<file path="src/rtl/audio_out_pkg.sv">
// Shared audio-subsystem constants, used by the playback (audio_out) and
// capture sides.
//   DATA_W_DEF      default sample width per channel
//   UNDERRUN_ZERO   on underrun, send a frame of zeros
//   UNDERRUN_REPEAT on underrun, resend the last pair that was sent
//   LEFT_LEVEL      LRCLK level that marks the left slot
package audio_out_pkg;

  localparam int   DATA_W_DEF      = 16;
  localparam int   UNDERRUN_ZERO   = 0;
  localparam int   UNDERRUN_REPEAT = 1;
  localparam logic LEFT_LEVEL      = 1'b0;

endpackage

</file>
<file path="src/rtl/audio_out_lr_edge.sv">
// i2s_lr_edge: finds LRCLK slot boundaries in the BCLK domain. The receiver
// can reuse it.
//   BCLK        bit clock; all logic runs on posedge
//   RST         asynchronous reset, active high
//   LRCLK       left/right clock from the codec
//   left_edge   combinational; high on the posedge that begins a left slot
//   right_edge  combinational; high on the posedge that begins a right slot
// The first posedge after reset only samples LRCLK. The reset value of
// lrclk_prev can therefore never look like a transition.
module i2s_lr_edge
  import audio_out_pkg::*;
(
  input  logic BCLK,
  input  logic RST,
  input  logic LRCLK,
  output logic left_edge,
  output logic right_edge
);

  logic primed;
  logic lrclk_prev;

  always_ff @(posedge BCLK or posedge RST) begin
    if (RST) begin
      primed     <= 1'b0;
      lrclk_prev <= 1'b0;
    end else begin
      primed     <= 1'b1;
      lrclk_prev <= LRCLK;
    end
  end

  assign left_edge  = primed && (lrclk_prev != LEFT_LEVEL) && (LRCLK == LEFT_LEVEL);
  assign right_edge = primed && (lrclk_prev == LEFT_LEVEL) && (LRCLK != LEFT_LEVEL);

endmodule

</file>
<file path="src/rtl/audio_out.sv">
// audio_out: I2S transmitter. The codec is the clock master and supplies
// BCLK and LRCLK.
//   BCLK, RST         bit clock (posedge) and asynchronous active-high reset
//   LRCLK             slot select from the codec (low = left)
//   in_left/in_right  signed stereo pair
//   in_valid/in_ready handshake into a holding buffer that holds one pair
//   DACDAT            registered serial data, sent MSB first, one BCLK
//                     after each LRCLK transition
//   frame_start       pulses for one cycle at each left slot
//   underrun          pulses for one cycle when a frame starts with the
//                     buffer empty
//   underrun_count    counts underruns; stops at all-ones
module audio_out
  import audio_out_pkg::*;
#(
  parameter int DATA_W        = DATA_W_DEF,
  parameter int UNDERRUN_MODE = UNDERRUN_ZERO,
  parameter int CNT_W         = 16
) (
  input  logic                     BCLK,
  input  logic                     RST,
  input  logic                     LRCLK,
  input  logic signed [DATA_W-1:0] in_left,
  input  logic signed [DATA_W-1:0] in_right,
  input  logic                     in_valid,
  output logic                     in_ready,
  output logic                     DACDAT,
  output logic                     frame_start,
  output logic                     underrun,
  output logic [CNT_W-1:0]         underrun_count
);

  localparam int             CW       = $clog2(DATA_W + 1);
  localparam logic [CW-1:0]  SENT_ALL = CW'(DATA_W);

  typedef struct packed {
    logic [DATA_W-1:0] l;
    logic [DATA_W-1:0] r;
  } pair_t;

  logic              left_edge, right_edge;
  logic              take;
  logic              synced;
  pair_t             hold_q;      // holding buffer; full when in_ready is low
  pair_t             last_q;      // last pair taken from the buffer
  pair_t             src;         // pair the next frame will use
  logic [DATA_W-1:0] act_r;       // right word, latched with the left word at frame start
  logic [DATA_W-1:0] shreg;       // bits of the current slot not yet sent
  logic [CW-1:0]     bit_cnt;     // bits already sent in this slot

  i2s_lr_edge u_edge (
    .BCLK       (BCLK),
    .RST        (RST),
    .LRCLK      (LRCLK),
    .left_edge  (left_edge),
    .right_edge (right_edge)
  );

  assign take = in_valid && in_ready;

  always_comb begin
    src = '0;
    if (!in_ready)
      src = hold_q;
    else if (UNDERRUN_MODE == UNDERRUN_REPEAT)
      src = last_q;
  end

  always_ff @(posedge BCLK or posedge RST) begin
    if (RST) begin
      in_ready       <= 1'b1;
      hold_q         <= '0;
      last_q         <= '0;
      act_r          <= '0;
      synced         <= 1'b0;
      frame_start    <= 1'b0;
      underrun       <= 1'b0;
      underrun_count <= '0;
      shreg          <= '0;
      bit_cnt        <= '0;
      DACDAT         <= 1'b0;
    end else begin
      frame_start <= left_edge;
      underrun    <= left_edge && in_ready;

      // A pair accepted on a left edge waits for the next frame. The
      // frame-start path reads the old buffer state, so there is no bypass.
      if (take)
        hold_q <= {in_left, in_right};
      in_ready <= !(take || (!in_ready && !left_edge));

      if (left_edge) begin
        synced <= 1'b1;
        act_r  <= src.r;
        if (!in_ready)
          last_q <= hold_q;
        else if (~&underrun_count)
          underrun_count <= underrun_count + 1'b1;
      end

      // The MSB goes out on the edge cycle, so the count starts at one bit sent.
      // A late edge drops the unsent LSBs of the word it interrupts.
      if (left_edge) begin
        DACDAT  <= src.l[DATA_W-1];
        shreg   <= {src.l[DATA_W-2:0], 1'b0};
        bit_cnt <= CW'(1);
      end else if (right_edge && synced) begin
        DACDAT  <= act_r[DATA_W-1];
        shreg   <= {act_r[DATA_W-2:0], 1'b0};
        bit_cnt <= CW'(1);
      end else if (synced && bit_cnt < SENT_ALL) begin
        DACDAT  <= shreg[DATA_W-1];
        shreg   <= {shreg[DATA_W-2:0], 1'b0};
        bit_cnt <= bit_cnt + 1'b1;
      end else begin
        DACDAT  <= 1'b0;
      end
    end
  end

endmodule

</file>
<file path="config.mk">
export PLATFORM = sky130hd
export DESIGN_NAME = audio_out
export DESIGN_NICKNAME = d
export VERILOG_FILES = /design/src/rtl/audio_out_pkg.sv /design/src/rtl/audio_out_lr_edge.sv /design/src/rtl/audio_out.sv
export SDC_FILE = /design/constraint.sdc
export NUM_CORES = 1
export LEC_CHECK = 0
export BUFFER_PORTS_ARGS = -buffer_cell sky130_fd_sc_hd__buf_4
export CORE_UTILIZATION = 50
export DETAILED_ROUTE_END_ITERATION = 12
export PLACE_DENSITY_LB_ADDON = 0.3
export SETUP_SLACK_MARGIN = 0.5
export SLEW_MARGIN = 20
export SYNTH_ARGS = -nofsm -noshare
export SYNTH_HDL_FRONTEND = slang
export SYNTH_SLANG_ARGS = --single-unit
</file>
<file path="constraint.sdc">
create_clock -name BCLK -period 3.3 [get_ports BCLK]
set_input_delay 0.66 -clock BCLK [delete_from_list [all_inputs] [get_ports BCLK]]
set_output_delay 0.66 -clock BCLK [all_outputs]
set_load 0.005 [all_outputs]
</file>
---- Word level (Yosys, flattened, before mapping) ----
Cells that the tools add are included.
operators by class
  add/subtract/negate cells ............... 2
  order comparisons ....................... 1
  mux-type cells .......................... 10
  bitwise operators ....................... 3
  reduce and logical (&&, ||, !) cells .... 16
operators with widths
  operator                                                          count
  16-bit 2-to-1 mux                                                 3
  32-bit 2-to-1 mux                                                 1
  16-bit by 1-bit adder with 16-bit output (second input constant)  1
  16-bit AND reduction                                              1
  5-bit 2-to-1 mux                                                  3
  1-bit logical AND                                                 9
  5-bit by 1-bit adder with 5-bit output (second input constant)    1
  5-bit less-than comparator (second input constant)                1
  1-bit zero test                                                   3
  1-bit 2-to-1 mux                                                  3
  1-bit NOT                                                         3
  3-bit AND reduction                                               1
  3-bit nonzero test                                                1
  1-bit logical OR                                                  1
word-level totals
  register bits ........................... 92
  input bits .............................. 36
  output and inout bits ................... 20
  logic and storage cells ................. 45

---- Logic depth before layout (Yosys ltp) ----
Gate-level depths: netlist of the first run.
  depth after elaboration ................. 6
  gate-level depth with buffers ........... 7
  gate-level depth less buffers ........... 7

---- By module ----
From an unflattened synthesis of the first run, not the netlist that was laid out.
unflattened totals
  cells, all modules ...................... 355
  area, all modules ....................... 3877.5 µm²
modules (own cells, without submodules)
  module       times used  cells each  area each (µm²)  sequential area each (µm²)
  audio_out    1           349         3802.4           2228.4
  i2s_lr_edge  1           6           75.1             50.0

---- Worst setup path after synthesis of the first run ----
Ideal clock, no wire load.
  path kind ............................... input-to-reg
  from .................................... in LRCLK
  to ...................................... reg shreg[13]
  setup time .............................. 124 ps
  arrival ................................. 1733 ps
  required time ........................... 3176 ps
  slack ................................... 1442 ps
  cell stages on the path ................. 6
  buffers on the path ..................... 1
  path through ............................ and3b_1 -> nand2_2 -> buf_2 -> mux2_2 -> a22oi_1 -> a21oi_1
on the way
  word-level cells in the longest chain between the ends .. 4
  elaborated cells on any way between the ends .. 7
  classes of those cells .................. mux: 2; bitwise: 1; reduce/logical: 4
ends and longest elaborated chain
  what                  RTL line                 RTL
  start, declared       audio_out.sv:22          input logic LRCLK,
  1-bit logical AND     audio_out_lr_edge.sv:34  assign right_edge = primed && (lrclk_prev == LEFT_LEVEL) && (LRCLK != LEFT_LEVEL);
  1-bit logical AND     audio_out.sv:107         end else if (right_edge && synced) begin
  16-bit 2-to-1 mux     audio_out.sv:107
  16-bit 2-to-1 mux     audio_out.sv:103         if (left_edge) begin
  end signal, assigned  audio_out.sv:105         shreg <= {src.l[DATA_W-2:0], 1'b0};
  end signal, assigned  audio_out.sv:109         shreg <= {act_r[DATA_W-2:0], 1'b0};
  end signal, assigned  audio_out.sv:113         shreg <= {shreg[DATA_W-2:0], 1'b0};
  end, declared         audio_out.sv:48          logic [DATA_W-1:0] shreg;
Several ways; a longest one is shown, not always the timed one.
A chain may end at the register's enable or synchronous reset.

---- Worst setup path after layout of the first run ----
  from .................................... reg u_edge.lrclk_prev
  to ...................................... reg shreg[2]
on the way
  word-level cells in the longest chain between the ends .. 6
  elaborated cells on any way between the ends .. 9
  classes of those cells .................. mux: 2; bitwise: 1; reduce/logical: 6
ends and longest elaborated chain
  what                            RTL line                 RTL
  start, declared                 audio_out_lr_edge.sv:21  logic lrclk_prev;
  start signal, assigned          audio_out_lr_edge.sv:26  lrclk_prev <= 1'b0;
  start signal, assigned          audio_out_lr_edge.sv:29  lrclk_prev <= LRCLK;
  1-bit NOT                       audio_out_lr_edge.sv:34
  1-bit logical AND (2 in a row)  audio_out_lr_edge.sv:34
  1-bit logical AND               audio_out.sv:107
  16-bit 2-to-1 mux               audio_out.sv:107
  16-bit 2-to-1 mux               audio_out.sv:103
Several ways; a longest one is shown, not always the timed one.

==> metrics.md, run 1 <==
| Metric | Value |
|---|---|
| Status | `finished, final reports clean` |
| Ys flop type | `dfrtp_1` |
| Final worst slack | `between 1 and 1.5 ns` |
| Initial antenna violation count | `0` |
| Net count after synthesis | `362` |
| CTS root buffer | `clkbuf_8` |
| P_int | `~2.5 mW` |
| Sink Count | `91` |
| R2r setup slk | `1.28 ns` |
| H-tree levels | `3` |
| Avg Cell Area, Syn | `12.0 sq um` |
| Total Neg Setup Slack | `0 ns` |
| Critical R2R Capture | `shreg[2]$_DFFE_PP0P_` |
| Clock power share | `between 20% and 30%` |
| Die Area | `0.00814 sq mm` |
| Final setup fails | `0` |
| Iter 0 DRT Violations | `168` |
| Cell variety after synth | `40` |
| Hold buffers post-CTS | `0` |
| Cells after Synth | `324` |
| Layout cells sized above 1 | `35.2%` |
| Max-slew headroom | `39.3%` |
| Sequential element share of the synthesized area | `58.5%` |
| Pin count of the biggest net entering global routing | `slightly above 90` |
| Ant. Diodes | `0` |
| Initial Utilization | `52.8%` |
| IR drop worst, VDD | `0.000353 V` |
| Tmin final | `2.02 ns` |
| All-Layer GR Usage | `19.1%` |
| Vias/cell | `5.23` |
| GRT overflow | `0` |
| Synthesized flop and latch total | `91` |
| Worst slack, placed | `about 1 ns` |
| Max Buffers Root-to-Sink | `2` |
| Commonest cells after routing, fill and taps aside | `dfrtp_1 (90), buf_4 (58), mux2_2 (45), nand2_1 (40), nor2_1 (22)` |
| Fill cells | `613` |
| Vias in the first global route | `2,564` |
| Layout area overhead | `19.3%` |
| Startpoint types | `flip-flop` |
| Finished Layout Cells | `483` |
| # nets final | `approximately 420` |
| Pins Over Slew Limit | `0` |
| Leakage | `2.18 nW` |
| Setup Crit Path Kind | `reg -> reg` |
| Seq pwr share | `51.1%` |
| Worst path required time | `about 3.6 ns` |
| Inst Count DP | `~470` |
| WL per Instance | `14.6 microns` |
| Post-CTS setup repair buffer count | `0` |
| Synth warn | `0` |
| Final hold violation count | `0` |
| Unrepaired setup endpoints after global routing | `false` |
| Area taken by flip-flops and latches | `0.00228 sq mm` |
| Final period utilization | `61.2%` |
| Switching Power | `around 1.0 mW` |
| Crit path max fanout | `29` |
| Final WL | `a little over 7000 microns` |
| Crit end category | `flip-flop` |
| First-pass GRT wire length | `approximately 12,000 microns` |
| CP Launch Point | `u_edge.lrclk_prev$_DFF_PP0_` |
| PD cells | `roughly 750 mW/mm^2` |
| Core area | `0.00737 sq mm` |
| Port Buf Inserts | `55` |
| RR Startpoint | `u_edge.lrclk_prev$_DFF_PP0_` |
| Worst reg-to-reg path cell count | `5` |
| Post-synth EDFFs | `0` |
| Clk_skew | `0.00622 ns` |
| Multi-input logic area | `0.00153 sq mm` |
| Fmax achieved | `495 MHz` |
| Rows | `31` |
| Worst EP arrival | `2.29 ns` |
| Synth async-reset ratio | `100%` |
| Die span in x | `90.2 microns` |
| CP Capture Point | `shreg[2]$_DFFE_PP0P_` |
| Worst-margin pin slew | `0.911 ns` |
| Worst-path clk slew | `0.09 ns` |
| # resized after CTS | `0` |
| Die Y | `90.2 microns` |
| Routed via count | `between 2,000 and 3,000` |
| Max-cap viol count | `0` |
| Sw frac | `approximately 29%` |
| Total CTS buffers | `9` |
| CTS tree | `built` |
| Detailed Place HPWL | `4590 microns` |
| Number of remaining DRC errors | `0` |
| Boundary pin count | `56` |
| Clk_lat worst skew | `0.35 ns` |
| Commonest non-fill, non-tap cell in the layout | `dfrtp_1` |
| Final Wtd Congestion | `0.739` |
| Hold WS | `0.426 ns` |
| Antenna Nets Post-Route | `0` |
| Logic pwr share | `24.3%` |
| Worst hold path type | `in -> async` |
| Post-synthesis instance area | `0.00389 sq mm` |
| DRT Pass-1 Iters | `5` |
## power by group through the flow
| stage | Sequential, mW | Clock, mW | Combinational [mW] |
|---|---|---|---|
| after floorplan | 1.73 | 0 | 0.666 |
| after global placement | 1.80 | 0 | 0.817 |
| after detailed placement | 1.81 | 0 | 0.860 |
| after CTS | 1.79 | 0.881 | 0.866 |
| after global routing | 1.85 | 0.930 | 0.970 |
| final | 1.79 | 0.863 | 0.852 |
## per-stage QoR
stage | util (%) | cell area (sq um) | total power [mW]
4_1_cts | 63.0 | 4640 | 3.54
6_report | 63.0 | 4640 | 3.50
3_5_place_dp | 59.8 | 4410 | 2.67
3_3_place_gp | 59.8 | 4410 | 2.61
2_1_floorplan | - | 3900 | 2.39
5_1_grt | 63.0 | 4640 | 3.75
## critical path: stages (launching register included)
cell and delay, ns:
dfrtp_1 0.39, and3b_1 0.29, o21a_1 0.24, or2_1 0.74, nor2_1 0.12, a21oi_1 0.17
## cells in the mapped netlist, types with 2 or more instances
library cell   n  share of area, %
nand3_1        6              0.77
o21ai_0       18               2.3
inv_1          2              0.19
a32oi_1        2              0.45
nand2_1       40               3.9
o21a_1         3              0.58
a22oi_1       14               2.7
buf_1          4              0.39
clkbuf_1       7              0.68
xor2_1         5               1.1
nor4_4         2               1.1
xnor2_1       12               2.7
nand4_1        7               1.1
and3_1         4              0.64
nand2_2        2              0.32
dfrtp_1       90                58
ha_1           2              0.64
nor2_1        22               2.1
a21oi_1       14               1.8
buf_2          3              0.39
inv_2          2              0.19
mux2_2        45                13
## registers in the layout, indices dropped and copies added, names as in the netlist
name,cells
underrun_count,16
bit_cnt,5
frame_start,1
u_edge.primed,1
underrun,1
in_ready,1
synced,1
hold_q,32
DACDAT,1
u_edge.lrclk_prev,1
shreg,15
act_r,16
## cells by family after synthesis
| logic type | after synthesis | share of synthesized area, % |
|---|---|---|
| compound gates | 53 | 8.39 |
| xor+xnor | 17 | 3.83 |
| fa+ha+maj | 2 | 0.643 |
| buf+inv | 19 | 2.12 |
| flops | 91 | 58.5 |
| mux | 48 | 14.0 |
| other cells | 1 | 0.0963 |
| simple gates | 93 | 12.4 |
## worst min-delay path by stage
stage,start,to,slack (ns),cells after the start
3_3_place_gp,act_r[7]$_DFFE_PP0P_,act_r[7]$_DFFE_PP0P_,0.47,2
6_report,RST,hold_q[18]$_DFFE_PP0P_,0.43,3
2_1_floorplan,act_r[14]$_DFFE_PP0P_,act_r[14]$_DFFE_PP0P_,0.44,2
3_5_place_dp,act_r[7]$_DFFE_PP0P_,act_r[7]$_DFFE_PP0P_,0.47,2
4_1_cts,LRCLK,u_edge.lrclk_prev$_DFF_PP0_,0.43,1
5_1_grt,LRCLK,u_edge.lrclk_prev$_DFF_PP0_,0.43,1
## final cells by class
cell class	instances	area share [%]
well taps	99	2.67
inverters	4	0.404
clock buffers	11	3.26
multi-input cells	214	33.0
flip-flops and latches	91	49.1
clock inverters	5	1.83
repair buffers	59	9.81
## routing by layer
layer  global-route usage, %  vias to the layer above  wire length, microns
met2                    31.2                       56                  3460
met4                    7.26                        0                    70
met5                       0                        -                     0
met1                    25.5                     1228                  3260
met3                    3.64                        6                   264
li1                        -                     1238                     -
No activity file was read; power rests on OpenSTA's default activity.
==> run 2, diff against run 1 <==
Settings changed: ABC_AREA from default to 1.
Clock period 3.3 ns to 1.73 ns, I/O delays scaled along.
==> run 2 against run 1 <==
Net effect: setup slack got worse by 1.1 ns; non-clock buffer count rose by 71; combinational power rose to 4.1 times the previous value; cell area rose by 42%; highest routed layer unchanged; fmax rose by 32%; cell count rose by 61%; sequential share of layout area fell by 14 points; largest power group unchanged; synthesized cell count rose by 68%; register-to-register slack got worse by 1.1 ns; power rose by 140%; critical endpoint is now underrun_count[10]$_DFFE_PP0P_.
==> metrics.md, run 2 <==
| Metric | Value |
|---|---|
| Tmin final | `1.53 ns` |
| Max Buffers Root-to-Sink | `2` |
| Worst-margin pin slew | `0.584 ns` |
| Worst-path clk slew | `0.10 ns` |
| GRT overflow | `0` |
| Die Y | `roughly 94 microns` |
| Number of remaining DRC errors | `0` |
| Port Buf Inserts | `55` |
| Antenna Nets Post-Route | `0` |
| Total Neg Setup Slack | `0 ns` |
| Biggest regs | `hold_q x32, act_r x16, underrun_count x16` |
| Die span in x | `~94 microns` |
| WL per Instance | `between 15 and 20 microns` |
| Initial Utilization | `51.7%` |
| Most frequent cell after synthesis | `nand2_1` |
| Finished layout cell area | `0.00659 sq mm` |
| Ant. Diodes | `0` |
| Clk_lat worst skew | `0.37 ns` |
| Iter 0 DRT Violations | `between 300 and 400` |
| CTS tree | `built` |
| Post-synth top cells | `nand2_1 (326), dfrtp_1 (90), inv_1 (33), nor2_1 (20), nand3_1 (10)` |
| Vias in the first global route | `roughly 3,900` |
| Final setup fails | `0` |
| All-Layer GR Usage | `27.9%` |
| Pin count of the biggest net entering global routing | `37` |
| Ys flop type | `dfrtp_1` |
| Cell variety after synth | `30` |
| Status | `finished, final reports clean` |
| Net count after synthesis | `583` |
| Pins Over Slew Limit | `0` |
| Max-cap viol count | `0` |
| Fmax achieved | `655 MHz` |
| DRT Pass-1 Iters | `5` |
| Max-slew headroom | `61.0%` |
| Top cell type's share of synthesized area | `53.0%` |
| Avg Cell Area, Syn | `7.80 sq um` |
| Worst hold path type | `in -> async` |
| Synth warn | `0` |
| Startpoint types | `flip-flop` |
| Post-synth EDFFs | `0` |
| Post-synthesis instance area | `0.00425 sq mm` |
| Layout cells sized above 1 | `45.6%` |
| Commonest non-fill, non-tap cell in the layout | `nand2_1` |
| Leakage | `3.50 nW` |
| Unrepaired setup endpoints after global routing | `true` |
| Layout area overhead | `55.0%` |
| Clk_skew | `0.0128 ns` |
| Final WL | `13,800 microns` |
| # nets final | `708` |
| First-pass GRT wire length | `18,600 microns` |
| Sequential element share of the synthesized area | `53.6%` |
| PD cells | `1290 mW/mm^2` |
| CTS root buffer | `clkbuf_8` |
| Commonest cells after routing, fill and taps aside | `nand2_1 (212), dfrtp_1 (82), nand2_2 (67), buf_4 (67), nand2_4 (47)` |
| Final hold violation count | `0` |
| Worst slack, placed | `roughly 0.13 ns` |
| Hold buffers post-CTS | `0` |
| Rows | `33` |
| Routed via count | `around 4,300` |
| Final worst slack | `roughly 0.20 ns` |
| Vias/cell | `between 5 and 6` |
| H-tree levels | `3` |
| Synthesized flop and latch total | `91` |
| Initial antenna violation count | `0` |
| Total CTS buffers | `9` |
| Top cells by area, synth | `dfrtp_1 (53%), nand2_1 (29%), inv_1 (2.9%)` |
| Hold WS | `0.0292 ns` |
| Final period utilization | `88.2%` |
| Final Wtd Congestion | `0.901` |
| Worst path required time | `approximately 2 ns` |
| R2r setup slk | `roughly 0.20 ns` |
| Crit path max fanout | `4` |
| Dpl cell area | `0.00482 sq mm` |
| Cell taking the most area after synthesis | `dfrtp_1` |
| Setup Crit Path Kind | `reg -> reg` |
| Worst EP arrival | `1.80 ns` |
| Max reg flops | `32` |
| Sink Count | `91` |
| Core area | `0.00822 sq mm` |
| Detailed Place HPWL | `around 6300 microns` |
| IR drop worst, VDD | `0.000723 V` |
| Synth async-reset ratio | `100%` |
| Die Area | `0.00887 sq mm` |
| Reg with most FFs | `hold_q` |
| Cells after Synth | `545` |
| Boundary pin count | `56` |
| Crit end category | `flip-flop` |
## run 2: per-layer routing
layer	vias to the layer above	global-route usage, %	share of wire (%)
met1	2078	35.1	37
met2	259	45.0	51
li1	1895	-	-
met3	68	5.83	6.8
met4	0	14.5	5.1
met5	-	0	0
## run 2: cells by family after synthesis
group | synth area share [%]
compound gates | 2.09
flops | 53.6
fa+ha+maj | 0.589
xor+xnor | 2.06
simple gates | 35.1
other cells | 0.0882
buf+inv | 6.51
## run 2: critical path: stages, from the launching register on
cell and delay (ns):
dfrtp_1 0.44, nand2_1 0.12, nor2_1 0.36, nand3_1 0.19, nand2_1 0.11, nand2_1 0.09, nand2_4 0.08, o21ai_2 0.05
## run 2: where the power goes
part           total (mW)  internal [mW]  switching, mW
sequential           3.64           2.94          0.693
combinational        3.51           1.68           1.83
clock                1.37          0.597          0.770
total                8.51           5.22           3.29
## run 2: repair_timing
| item | 4_1_cts | 5_1_grt |
|---|---|---|
| gates cloned | 8 | 1 |
| setup endpoints to repair | 63 | 104 |
| pin swaps | 36 | 49 |
| gates resized for setup | 123 | 155 |
| buffers inserted | 39 | 17 |
## run 2: area by class of cell
cell class / instances / area, sq um
well taps: 105 / 131
multi-input cells: 400 / 2370
inverters: 38 / 181
flip-flops and latches: 91 / 2290
repair buffers: 130 / 1440
fillers: 452 / 1630
clock inverters: 4 / 25.0
clock buffers: 12 / 155
## run 2: metrics by stage
stage | total power, mW | util (%) | std cells
finish | 8.51 | 80.2 | 780
global placement | 5.30 | 58.7 | 699
detailed placement | 5.41 | 58.7 | 699
global route | 8.97 | 80.2 | 780
CTS | 7.53 | 72.0 | 762
floorplan | 4.73 | - | 545
## run 2: final timing paths
kind	startpoint	depth (start not counted)	endpoint
max in group asynchronous	RST	3	synced$_DFFE_PP0P_
worst min-delay path	RST	2	hold_q[10]$_DFFE_PP0P_
worst max register to register	underrun_count[6]$_DFFE_PP0P_	7	underrun_count[10]$_DFFE_PP0P_
worst min register to register	shreg[3]$_DFFE_PP0P_	2	shreg[3]$_DFFE_PP0P_
worst max-delay path	underrun_count[6]$_DFFE_PP0P_	7	underrun_count[10]$_DFFE_PP0P_
min in group BCLK	LRCLK	1	u_edge.lrclk_prev$_DFF_PP0_
